===== src/rtl/ident_pkg.sv =====
// ident_pkg: shared state encoding, LFSR default seed, ASCII bases and
// character-mapping helpers for the identifier emitter.
// Build option: IDENT_UNDERSCORE_EN lets body characters include '_'.
package ident_pkg;

  typedef enum logic [1:0] {
    IDLE = 2'b00,
    HEAD = 2'b01,
    BODY = 2'b10
  } state_t;

  localparam logic [15:0] LFSR_DEFAULT     = 16'hACE1;

  localparam logic [7:0]  ASCII_UPPER      = 8'h41;
  localparam logic [7:0]  ASCII_LOWER      = 8'h61;
  localparam logic [7:0]  ASCII_DIGIT      = 8'h30;
  localparam logic [7:0]  ASCII_UNDERSCORE = 8'h5F;

  localparam logic [5:0]  HEAD_FOLD        = 6'd52;
  localparam logic [5:0]  BODY_FOLD        = 6'd62;

  // Index 0..51 onto 'A'..'Z' then 'a'..'z'.
  function automatic logic [7:0] letterChar(input logic [5:0] idx);
    if (idx < 6'd26) begin
      return ASCII_UPPER + {2'b00, idx};
    end
    return ASCII_LOWER + {2'b00, idx - 6'd26};
  endfunction

  // First character: letters only, so the top 12 indices wrap onto 'A'..'L'.
  function automatic logic [7:0] headChar(input logic [5:0] idx);
    logic [5:0] folded;
    folded = (idx >= HEAD_FOLD) ? idx - HEAD_FOLD : idx;
    return letterChar(folded);
  endfunction

  // Later characters: letters, then digits at 52..61; 62/63 wrap or give '_'.
  function automatic logic [7:0] bodyChar(input logic [5:0] idx);
    logic [5:0] folded;
    folded = idx;
`ifdef IDENT_UNDERSCORE_EN
    if (idx == 6'd63) begin
      return ASCII_UNDERSCORE;
    end
    if (idx == BODY_FOLD) begin
      folded = 6'd0;
    end
`else
    if (idx >= BODY_FOLD) begin
      folded = idx - BODY_FOLD;
    end
`endif
    if (folded >= HEAD_FOLD) begin
      return ASCII_DIGIT + {2'b00, folded - HEAD_FOLD};
    end
    return letterChar(folded);
  endfunction

endpackage


===== src/rtl/ident_lfsr.sv =====
// ident_lfsr: 16-bit left-shifting LFSR with seed load and single-step
// control. A zero seed would lock the register, so it is replaced by the
// default seed. The low six bits of the upcoming value are exported so the
// caller can register the matching character in the same edge.
module ident_lfsr
  import ident_pkg::*;
(
  input  logic        clk,
  input  logic        reset,
  input  logic        load_i,
  input  logic        step_i,
  input  logic [15:0] seed_i,
  output logic [5:0]  nextIdx_o
);

  logic [15:0] lfsr_q;
  logic [15:0] lfsr_d;

  // Next value: a load takes precedence over a step; otherwise hold.
  always_comb begin
    lfsr_d = lfsr_q;
    if (load_i) begin
      lfsr_d = (seed_i == 16'h0000) ? LFSR_DEFAULT : seed_i;
    end else if (step_i) begin
      lfsr_d = {lfsr_q[14:0], lfsr_q[15] ^ lfsr_q[13] ^ lfsr_q[12] ^ lfsr_q[10]};
    end
  end

  // State register, returning to the default seed on reset.
  always_ff @(posedge clk) begin
    if (reset) begin
      lfsr_q <= LFSR_DEFAULT;
    end else begin
      lfsr_q <= lfsr_d;
    end
  end

  assign nextIdx_o = lfsr_d[5:0];

endmodule


===== src/rtl/ident_emitter.sv =====
// ident_emitter: emits a pseudo-random legal identifier (letter first, then
// letters/digits) one byte per valid/ready beat. All outputs are registered.
// Build option: IDENT_UNDERSCORE_EN adds '_' to the body character set.
module ident_emitter
  import ident_pkg::*;
(
  input  logic        clk,
  input  logic        reset,
  input  logic        start,
  input  logic [4:0]  len,
  input  logic [15:0] seed,
  input  logic        ready,
  output logic [7:0]  char,
  output logic        valid,
  output logic        last,
  output logic        busy,
  output logic        done
);

  state_t     state_q;
  logic [4:0] cnt_q;
  logic [7:0] char_q;
  logic       valid_q;
  logic       last_q;
  logic       busy_q;
  logic       done_q;

  logic       beat;
  logic       loadSeed;
  logic [5:0] nextIdx;

  assign beat     = valid_q && ready;
  assign loadSeed = (state_q == IDLE) && start && (len != 5'd0);

  ident_lfsr u_lfsr (
    .clk       (clk),
    .reset     (reset),
    .load_i    (loadSeed),
    .step_i    (beat),
    .seed_i    (seed),
    .nextIdx_o (nextIdx)
  );

  // Sequencer: accepts requests, counts remaining characters and registers
  // the character that matches the LFSR value it is about to hold.
  always_ff @(posedge clk) begin
    if (reset) begin
      state_q <= IDLE;
      cnt_q   <= 5'd0;
      char_q  <= 8'h00;
      valid_q <= 1'b0;
      last_q  <= 1'b0;
      busy_q  <= 1'b0;
      done_q  <= 1'b0;
    end else begin
      done_q <= 1'b0;
      case (state_q)
        IDLE: begin
          if (start) begin
            if (len == 5'd0) begin
              done_q <= 1'b1;
            end else begin
              state_q <= HEAD;
              cnt_q   <= len - 5'd1;
              char_q  <= headChar(nextIdx);
              valid_q <= 1'b1;
              last_q  <= (len == 5'd1);
              busy_q  <= 1'b1;
            end
          end
        end
        HEAD, BODY: begin
          if (beat) begin
            if (cnt_q == 5'd0) begin
              state_q <= IDLE;
              valid_q <= 1'b0;
              last_q  <= 1'b0;
              busy_q  <= 1'b0;
              done_q  <= 1'b1;
            end else begin
              state_q <= BODY;
              cnt_q   <= cnt_q - 5'd1;
              char_q  <= bodyChar(nextIdx);
              last_q  <= (cnt_q == 5'd1);
            end
          end
        end
        default: begin
          state_q <= IDLE;
          valid_q <= 1'b0;
          last_q  <= 1'b0;
          busy_q  <= 1'b0;
        end
      endcase
    end
  end

  assign char  = char_q;
  assign valid = valid_q;
  assign last  = last_q;
  assign busy  = busy_q;
  assign done  = done_q;

endmodule


===== config.mk =====
export PLATFORM = sky130hd
export DESIGN_NAME = ident_emitter
export DESIGN_NICKNAME = d
export VERILOG_FILES = /design/src/rtl/ident_pkg.sv /design/src/rtl/ident_lfsr.sv /design/src/rtl/ident_emitter.sv
export SDC_FILE = /design/constraint.sdc
export NUM_CORES = 1
export LEC_CHECK = 0
export CAP_MARGIN = 5
export CELL_PAD_IN_SITES_DETAIL_PLACEMENT = 1
export CELL_PAD_IN_SITES_GLOBAL_PLACEMENT = 2
export CORE_UTILIZATION = 35
export CTS_CLUSTER_DIAMETER = 200
export DETAILED_ROUTE_END_ITERATION = 8
export PLACE_DENSITY = 0.94
export SETUP_SLACK_MARGIN = 0.15
export SYNTH_ARGS = -nofsm -noshare
export SYNTH_HDL_FRONTEND = slang
export SYNTH_HIERARCHICAL = 1
export SYNTH_SLANG_ARGS = --single-unit

===== constraint.sdc =====
create_clock -name clk -period 9.9 [get_ports clk]
set_input_delay 1.98 -clock clk [delete_from_list [all_inputs] [get_ports clk]]
set_output_delay 1.98 -clock clk [all_outputs]
set_load 0.05 [all_outputs]

# --- Word level (Yosys, flattened, before mapping) ---
# Cells that the tools add are included.
# Widths: inputs -> output; s select.
word_totals:
  ff_bits: 34
  latch_bits: 0
  ram_bits: 0
  romBits: 0
  inputBits: 25
  output_inout_bits: 12
  wordCells: 112
  mem_count: 0
classes:
  n_addsub: 12
  multipliers: 0
  div_mod_pow: 0
  order_cmp: 5
  eq_ne: 9
  shift: 0
  muxes: 61
  n_bitwise: 3
  reduce_logical: 14
ops:
  columns: ["cell", "count"]
  rows:
  - ["$mux 8", 10]
  - ["$mux 16", 3]
  - ["$mux 6", 6]
  - ["$add 7x6->8 const A", 4]
  - ["$mux 1", 28]
  - ["$mux 5", 4]
  - ["$ge 6x6->1 const B", 3]
  - ["$sub 6x6->6 const B", 3]
  - ["$logic_not 16->1", 1]
  - ["$pmux 8 s2", 1]
  - ["$lt 6x5->1 const B", 2]
  - ["$sub 6x5->6 const B", 2]
  - ["$eq 5x1->1 const B", 2]
  - ["$logic_not 5->1", 2]
  - ["$ne 2x2->1 const B", 5]
  - ["$pmux 5 s2", 1]
  - ["$sub 5x1->5 const B", 2]
  - ["$mux 2", 4]
  - ["$add 6x6->7 const A", 1]
  - ["$pmux 1 s2", 3]
  - ["$reduce_and 5->1", 1]
  - ["$reduce_bool 5->1", 1]
  - ["$pmux 2 s2", 1]
  - ["$reduce_and 4->1", 1]
  - ["other kinds (8)", 13]

# --- Longest topological paths before layout ---
logic_depth:
  depth_word: 27
  mapped_depth: 25
  mapped_depth_nobuf: 21

# --- By module ---
# Netlist, hierarchy kept.
by_module_without_submodules:
  columns: ["mod", "instances", "cells_per_inst", "area_each_um2", "seq_area_each_um2"]
  rows:
  - ["ident_emitter", 1, 347, 2521.2, 360.3]
  - ["ident_lfsr", 1, 92, 840.8, 320.3]

# --- Least setup slack after synthesis ---
# No wires, ideal clock.
synth_path:
  kind: "input -> register"
  start: "input len[1]"
  end: "register char_q[6], in the netlist char[6]"
  setup_time_ns: 0.117
  arrival_ns: 6.021
  t_required_ns: 9.783
  path_slack_ns: 3.762
  cell_stages: 21
  n_path_buf: 3
  path_cell_list: "inv_1 -> ha_1 -> nand2_1 -> o21ai_0 -> nor2_1 -> clkbuf_1 -> o21ai_0 -> buf_4 -> buf_2 -> inv_1 -> ha_1 -> and3_1 -> a21bo_2 -> nand2_1 -> inv_1 -> ha_1 -> a211o_1 -> or3_4 -> a2111oi_2 -> o31ai_1 -> a22o_1"
synth_via:
  elab_chain_len: 21
  word_cells_on_any_way: 54
  cone_classes: "add/sub (10); order compare (5); eq/ne (1); mux (34); reduce/logical (4)"
synth_lines:
  columns: ["item", "line_no", "rtl"]
  rows:
  - ["start: declaration", "ident_emitter.sv:10", "input logic [4:0] len,"]
  - ["$reduce_bool 5->1 *", "ident_emitter.sv:33", "assign loadSeed = (state_q == IDLE) && start && (len != 5'd0);"]
  - ["$logic_and 1x1->1 *", "ident_emitter.sv:33", null]
  - ["via loadSeed", "ident_emitter.sv:29", "logic loadSeed;"]
  - ["$mux 16 *", "ident_lfsr.sv:22", "if (load_i) begin"]
  - ["via u_lfsr.lfsr_d[1]", "ident_lfsr.sv:17", "logic [15:0] lfsr_d;"]
  - ["$sub 6x6->6 / $ge 6x6->1 (equally long branches)", "ident_pkg.sv:50, ident_pkg.sv:49", null]
  - ["$mux 6", "ident_pkg.sv:49", "if (idx >= BODY_FOLD) begin"]
  - ["$mux 6", "ident_emitter.sv:74", "if (cnt_q == 5'd0) begin"]
  - ["(+7 left out)", null, null]
  - ["$mux 1", "ident_emitter.sv:73", "if (beat) begin"]
  - ["$mux 1", "ident_emitter.sv:57", "case (state_q)"]
  - ["$mux 1", "ident_emitter.sv:47", "if (reset) begin"]
  - ["$mux 8", "ident_pkg.sv:27", "return ASCII_LOWER + {2'b00, idx - 6'd26};"]
  - ["$mux 8", "ident_pkg.sv:56", "return letterChar(folded);"]
  - ["$mux 8", "ident_emitter.sv:74", null]
  - ["$mux 8", "ident_emitter.sv:73", null]
  - ["$pmux 8 s2 *", "ident_emitter.sv:57", null]
  - ["end signal: assignment", "ident_emitter.sv:65", "char_q <= headChar(nextIdx);"]
  - ["end signal: assignment", "ident_emitter.sv:83", "char_q <= bodyChar(nextIdx);"]
  - ["end: declaration", "ident_emitter.sv:22", "logic [7:0] char_q;"]
# The timed path passes the listed nets; every way through them passes the cells marked *. The select of a mux whose other input is x is not followed.
# A chain may end at the register's enable or synchronous reset.

# --- Worst setup path after layout ---
layout_path:
  start: "input len[0]"
  end: "register char_q[1], in the netlist char[1]"
layout_via:
  elab_chain_len: 21
  word_cells_on_any_way: 54
  cone_classes: "add/sub (10); order compare (5); eq/ne (1); mux (34); reduce/logical (4)"
layout_lines:
  columns: ["item", "line_no", "rtl"]
  rows:
  - ["$reduce_bool 5->1 *", "ident_emitter.sv:33", null]
  - ["$logic_and 1x1->1 *", "ident_emitter.sv:33", null]
  - ["via loadSeed", "ident_emitter.sv:29", null]
  - ["$mux 16 *", "ident_lfsr.sv:22", null]
  - ["via nextIdx[0]", "ident_emitter.sv:30", "logic [5:0] nextIdx;"]
  - ["$sub 6x6->6 / $ge 6x6->1 (equally long branches)", "ident_pkg.sv:50, ident_pkg.sv:49", null]
  - ["$mux 6", "ident_pkg.sv:49", null]
  - ["$mux 6", "ident_emitter.sv:74", null]
  - ["(+7 left out)", null, null]
  - ["$mux 1", "ident_emitter.sv:73", null]
  - ["$mux 1", "ident_emitter.sv:57", null]
  - ["$mux 1", "ident_emitter.sv:47", null]
  - ["$mux 8", "ident_pkg.sv:27", null]
  - ["$mux 8", "ident_pkg.sv:56", null]
  - ["$mux 8", "ident_emitter.sv:74", null]
  - ["$mux 8", "ident_emitter.sv:73", null]
  - ["$pmux 8 s2 *", "ident_emitter.sv:57", null]
# Marks and branches as above.

==> implementation parameters <==
Parameter                              Value

GRT
  Pin count of the biggest net entering global routing ... 28
  Overflow after GRT ... 0
  All-Layer GR Usage ... a little over a fifth
  Initial antenna violation count ... 0
  Wire length of the first global-routing pass ... around 17000 um
  Number of global-route vias before repair ... approximately 3400

Placement
  Post-detail-place hpwl ... slightly below 8000 um
  Last weighted congestion value of the routability-driven placer ... approximately 0.84
  # port buffers ... 36
  Pre-CTS setup slack ... ~2.7 ns

Critical path
  CP Data Arrival Time ... just over 7 ns
  FF-to-FF setup slack ... approximately 5.0 ns
  Dominant cell type by count on the critical path ... sky130_fd_sc_hd__inv_1
  CP Capture Type ... register
  CP startpoint kind ... primary input
  Standard cell with the maximum stage delay on the critical path ... sky130_fd_sc_hd__a2111oi_0
  Kind of cell adding the most delay to the critical path ... compound AO/OA/AOI/OAI gates
  Reg2reg end ... char[1]
  Number of buffers and inverters on the critical path ... 6
  R2r worst-path depth ... 15
  Peak fanout along the critical path ... 20
  Startpoint of the lowest-slack register-to-register path ... busy
  Crit Path Class ... in -> reg
  Largest stage delay on the critical path ... approximately 0.70 ns
  Cells along the critical path ... clkdlybuf4s50_1 > inv_1 > ha_1 > nand2_1 > o21ai_0 > nor2_1 > buf_4 > inv_1 > a21o_2 > nand2_1 > nand3b_1 > a22oi_2 > nand2_1 > inv_1 > ha_1 > inv_1 > o21ai_0 > a31oi_1 > a2111oi_0 > o32ai_1
  Worst EP required ... ~10 ns
  Critical path depth ... 20

Floorplanning
  I/O Pins ... 37
  Floorplan core area ... 9280 sq um
  Starting Density ... a little over a third
  X dimension of the die ... 100 um
  Die area ... between 10000 and 15000 sq um
  Height of the die ... about 100 um
  Cell row count ... 35

Pwr
  Combinational share of power ... about three quarters
  Internal power consumption ... about 0.59 mW
  Reported leakage power ... around 1.4 nW
  Worst ir drop on vdd ... 0.0905 mV
  Power dissipated by switching net loads ... 0.671 mW
  Power density over cell area ... between 300 and 400 nW/um^2
  Proportion of power drawn by flip-flops and latches ... 16.8%
  Clock share of power ... ~10%
  Fraction of power spent switching nets ... a little over half
  Final total power ... between 1 and 1.5 mW

Finish
  Count of inserted antenna diode cells ... 0
  P&R area growth vs syn ... 15.1%
  Share of layout cells above drive strength 1 ... between 7 and 8%
  Final-stage net count ... between 500 and 600

Synthesis
  Per-instance average area after synthesis ... 7.66 sq um
  Total standard cell area after synthesis ... between 3000 and 4000 sq um
  Library cell with the highest instance count after synthesis ... sky130_fd_sc_hd__nor2_1
  Top cell types by occurrence after synthesis ... sky130_fd_sc_hd__nor2_1 (45), sky130_fd_sc_hd__nand2_1 (37), sky130_fd_sc_hd__dfxtp_1 (34)
  Post-synthesis sequential element count ... 34
  Sequential-to-total area share from yosys stat ... 20.2%
  Synthesized netlist cell count ... around 440
  Synth Net Count ... about 480
  Main synth FF type ... sky130_fd_sc_hd__dfxtp_1
  Synth top area share ... 20.2%
  Top cells by area in the synthesized netlist ... sky130_fd_sc_hd__dfxtp_1 (20%), sky130_fd_sc_hd__ha_1 (7.1%), sky130_fd_sc_hd__mux2i_1 (6.6%)
  Syn. warnings ... 6
  Netlist cell types ... 82
  Share of async-settable or async-resettable flops after synthesis ... 0%
  Cell taking the most area after synthesis ... sky130_fd_sc_hd__dfxtp_1
  EDFF count, synth ... 0

Min path
  Worst hold path cell count ... 2
  Path type of the worst min-delay path ... reg -> reg
  Endpoint of the worst hold-timing path ... char[0]
  Hold path start ... char[0]

Routing
  Met3 wire len ... between 300 and 400 um
  Post-detailed-route wirelength per cell ... between 15 and 20 um
  Total via count after detailed routing ... 3387
  Routed length on met2 ... approximately 4900 um
  Initial detailed-routing violation count ... ~180
  Length of routed wiring on met1 ... slightly below 5000 um
  Max Used Layer ... met4
  Number of vias per cell ... roughly 5.8
  Number of routed nets with antenna violations ... 0
  TritonRoute pass-1 iters ... 4
  DRT Wirelength ... 10200 um
  Drt drc ... 0

Clock network
  Post CTS Setup Buffer Count ... 0
  Hold buffer count at CTS ... 0
  TritonCTS Buffers ... 5
  Clock slew at reported path FFs ... roughly 0.080 ns
  CTS tree ... done
  Root buf cell ... sky130_fd_sc_hd__clkbuf_8
  Maximum clock insertion buffer count ... 2
  Worst-skew pair later-pin latency ... between 0.2 and 0.3 ns
  Clock Sinks ... 34
  H-tree depth ... 2
  Post-cts sizing count ... 0

Timing
  Final worst hold slack ... 0.455 ns
  Setup-failing EPs final ... 0
  Final total negative setup slack ... 0 ns
  Setup repair after global routing missed its margin ... no
  Worst setup skew after layout ... approximately 0.012 ns
  Fmax ... ~140 MHz
  Final critical-path required period ... ~7.0 ns
  Period utilisation layout ... between 70% and 80%
  Slew headroom ... 37.0%
  Crit path setup slack, layout ... approximately 3 ns
  Number of endpoints with negative hold slack in the final report ... 0
  Number of slew-limit violations in the final report ... 0
  Pin slew with the least headroom to its limit ... ~0.94 ns

Job
  Max-cap violations ... 0

Run status
  Run status ... completed
-- tightest hold or removal path, stage by stage, from the launching register on --
cell	delay [ns]
sky130_fd_sc_hd__dfxtp_1	0.31
sky130_fd_sc_hd__nand2_1	0.05
sky130_fd_sc_hd__a21oi_1	0.05
-- stage by stage --
step	utilization [%]	instances	area [sq um]
after floorplan	-	439	3360
after global placement	40.6	581	3760
after detailed placement	40.6	581	3760
after CTS	41.7	589	3870
after global routing	41.7	589	3870
final	41.7	589	3870
-- registers in the layout, summed over array words and instances (netlist names) --
register and cells:
done 1, cnt_q 5, busy 1, last 1, char 8, state_q 2
u_lfsr/lfsr_q 16
-- cell families after synthesis --
logic type	Yosys count	share of synthesized area [%]
AOI/OAI and AO/OA	136	29.8
xor gates and xnor gates	14	3.65
adders and majority gates	19	7.07
buffers and inverters	57	8.22
DFF	34	20.2
muxes	22	6.55
and+or+nand+nor	157	24.5
-- layout make-up --
type                    count  area (sq um)
inverters                  26          97.6
clock inverters             1          30.0
fillers                  1191          5410
well taps                 129           161
clock buffers               7          76.3
flip-flops and latches     34           681
repair buffers             44           420
multi-input cells         348          2400
-- power by group through the flow --
stage | Sequential (mW) | Clock [mW] | Combinational (mW)
floorplan | 0.252 | 0 | 0.661
global placement | 0.212 | 0 | 0.893
detailed placement | 0.214 | 0 | 0.909
CTS | 0.212 | 0.133 | 0.918
global route | 0.217 | 0.136 | 1.01
finish | 0.212 | 0.128 | 0.923
-- placed cells by master (no fill, tap or decap), types with 4 or more instances in the layout --
master | netlist | final
sky130_fd_sc_hd__nand4_1 | 6 | 6
sky130_fd_sc_hd__ha_1 | 19 | 19
sky130_fd_sc_hd__clkbuf_8 | 0 | 5
sky130_fd_sc_hd__o21ai_1 | 3 | 6
sky130_fd_sc_hd__o211ai_1 | 6 | 6
sky130_fd_sc_hd__a211o_1 | 4 | 4
sky130_fd_sc_hd__nand2_1 | 37 | 37
sky130_fd_sc_hd__nor4b_1 | 4 | 4
sky130_fd_sc_hd__a2bb2oi_1 | 7 | 7
sky130_fd_sc_hd__inv_1 | 24 | 24
sky130_fd_sc_hd__nand2b_1 | 4 | 4
sky130_fd_sc_hd__and2_1 | 4 | 4
sky130_fd_sc_hd__mux2i_1 | 22 | 22
sky130_fd_sc_hd__nand3_1 | 8 | 8
sky130_fd_sc_hd__nor2_1 | 45 | 45
sky130_fd_sc_hd__a31oi_1 | 6 | 6
sky130_fd_sc_hd__nand3b_1 | 4 | 4
sky130_fd_sc_hd__xnor2_1 | 14 | 14
sky130_fd_sc_hd__nor3_1 | 11 | 11
sky130_fd_sc_hd__a21oi_1 | 24 | 24
sky130_fd_sc_hd__dfxtp_1 | 34 | 34
sky130_fd_sc_hd__clkdlybuf4s50_1 | 0 | 36
sky130_fd_sc_hd__nor2b_1 | 5 | 5
sky130_fd_sc_hd__buf_4 | 10 | 8
sky130_fd_sc_hd__nor4_1 | 8 | 8
sky130_fd_sc_hd__a211oi_1 | 7 | 7
sky130_fd_sc_hd__o21ai_0 | 23 | 20
-- metal layers --
| metal | track usage (%) | up-vias |
|---|---|---|
| met2 | 36.3 | 78 |
| li1 | - | 1664 |
| met5 | 0 | - |
| met3 | 2.92 | 6 |
| met4 | 4.01 | 0 |
| met1 | 27.6 | 1639 |
-- worst max path at each step --
stage / from / end
2_1_floorplan: len[1] / char[6]
3_3_place_gp: len[0] / char[3]
3_5_place_dp: len[0] / char[3]
4_1_cts: len[0] / char[3]
5_1_grt: len[0] / char[3]
6_report: len[0] / char[1]
Note: power is estimated with default switching activity, not from simulation.
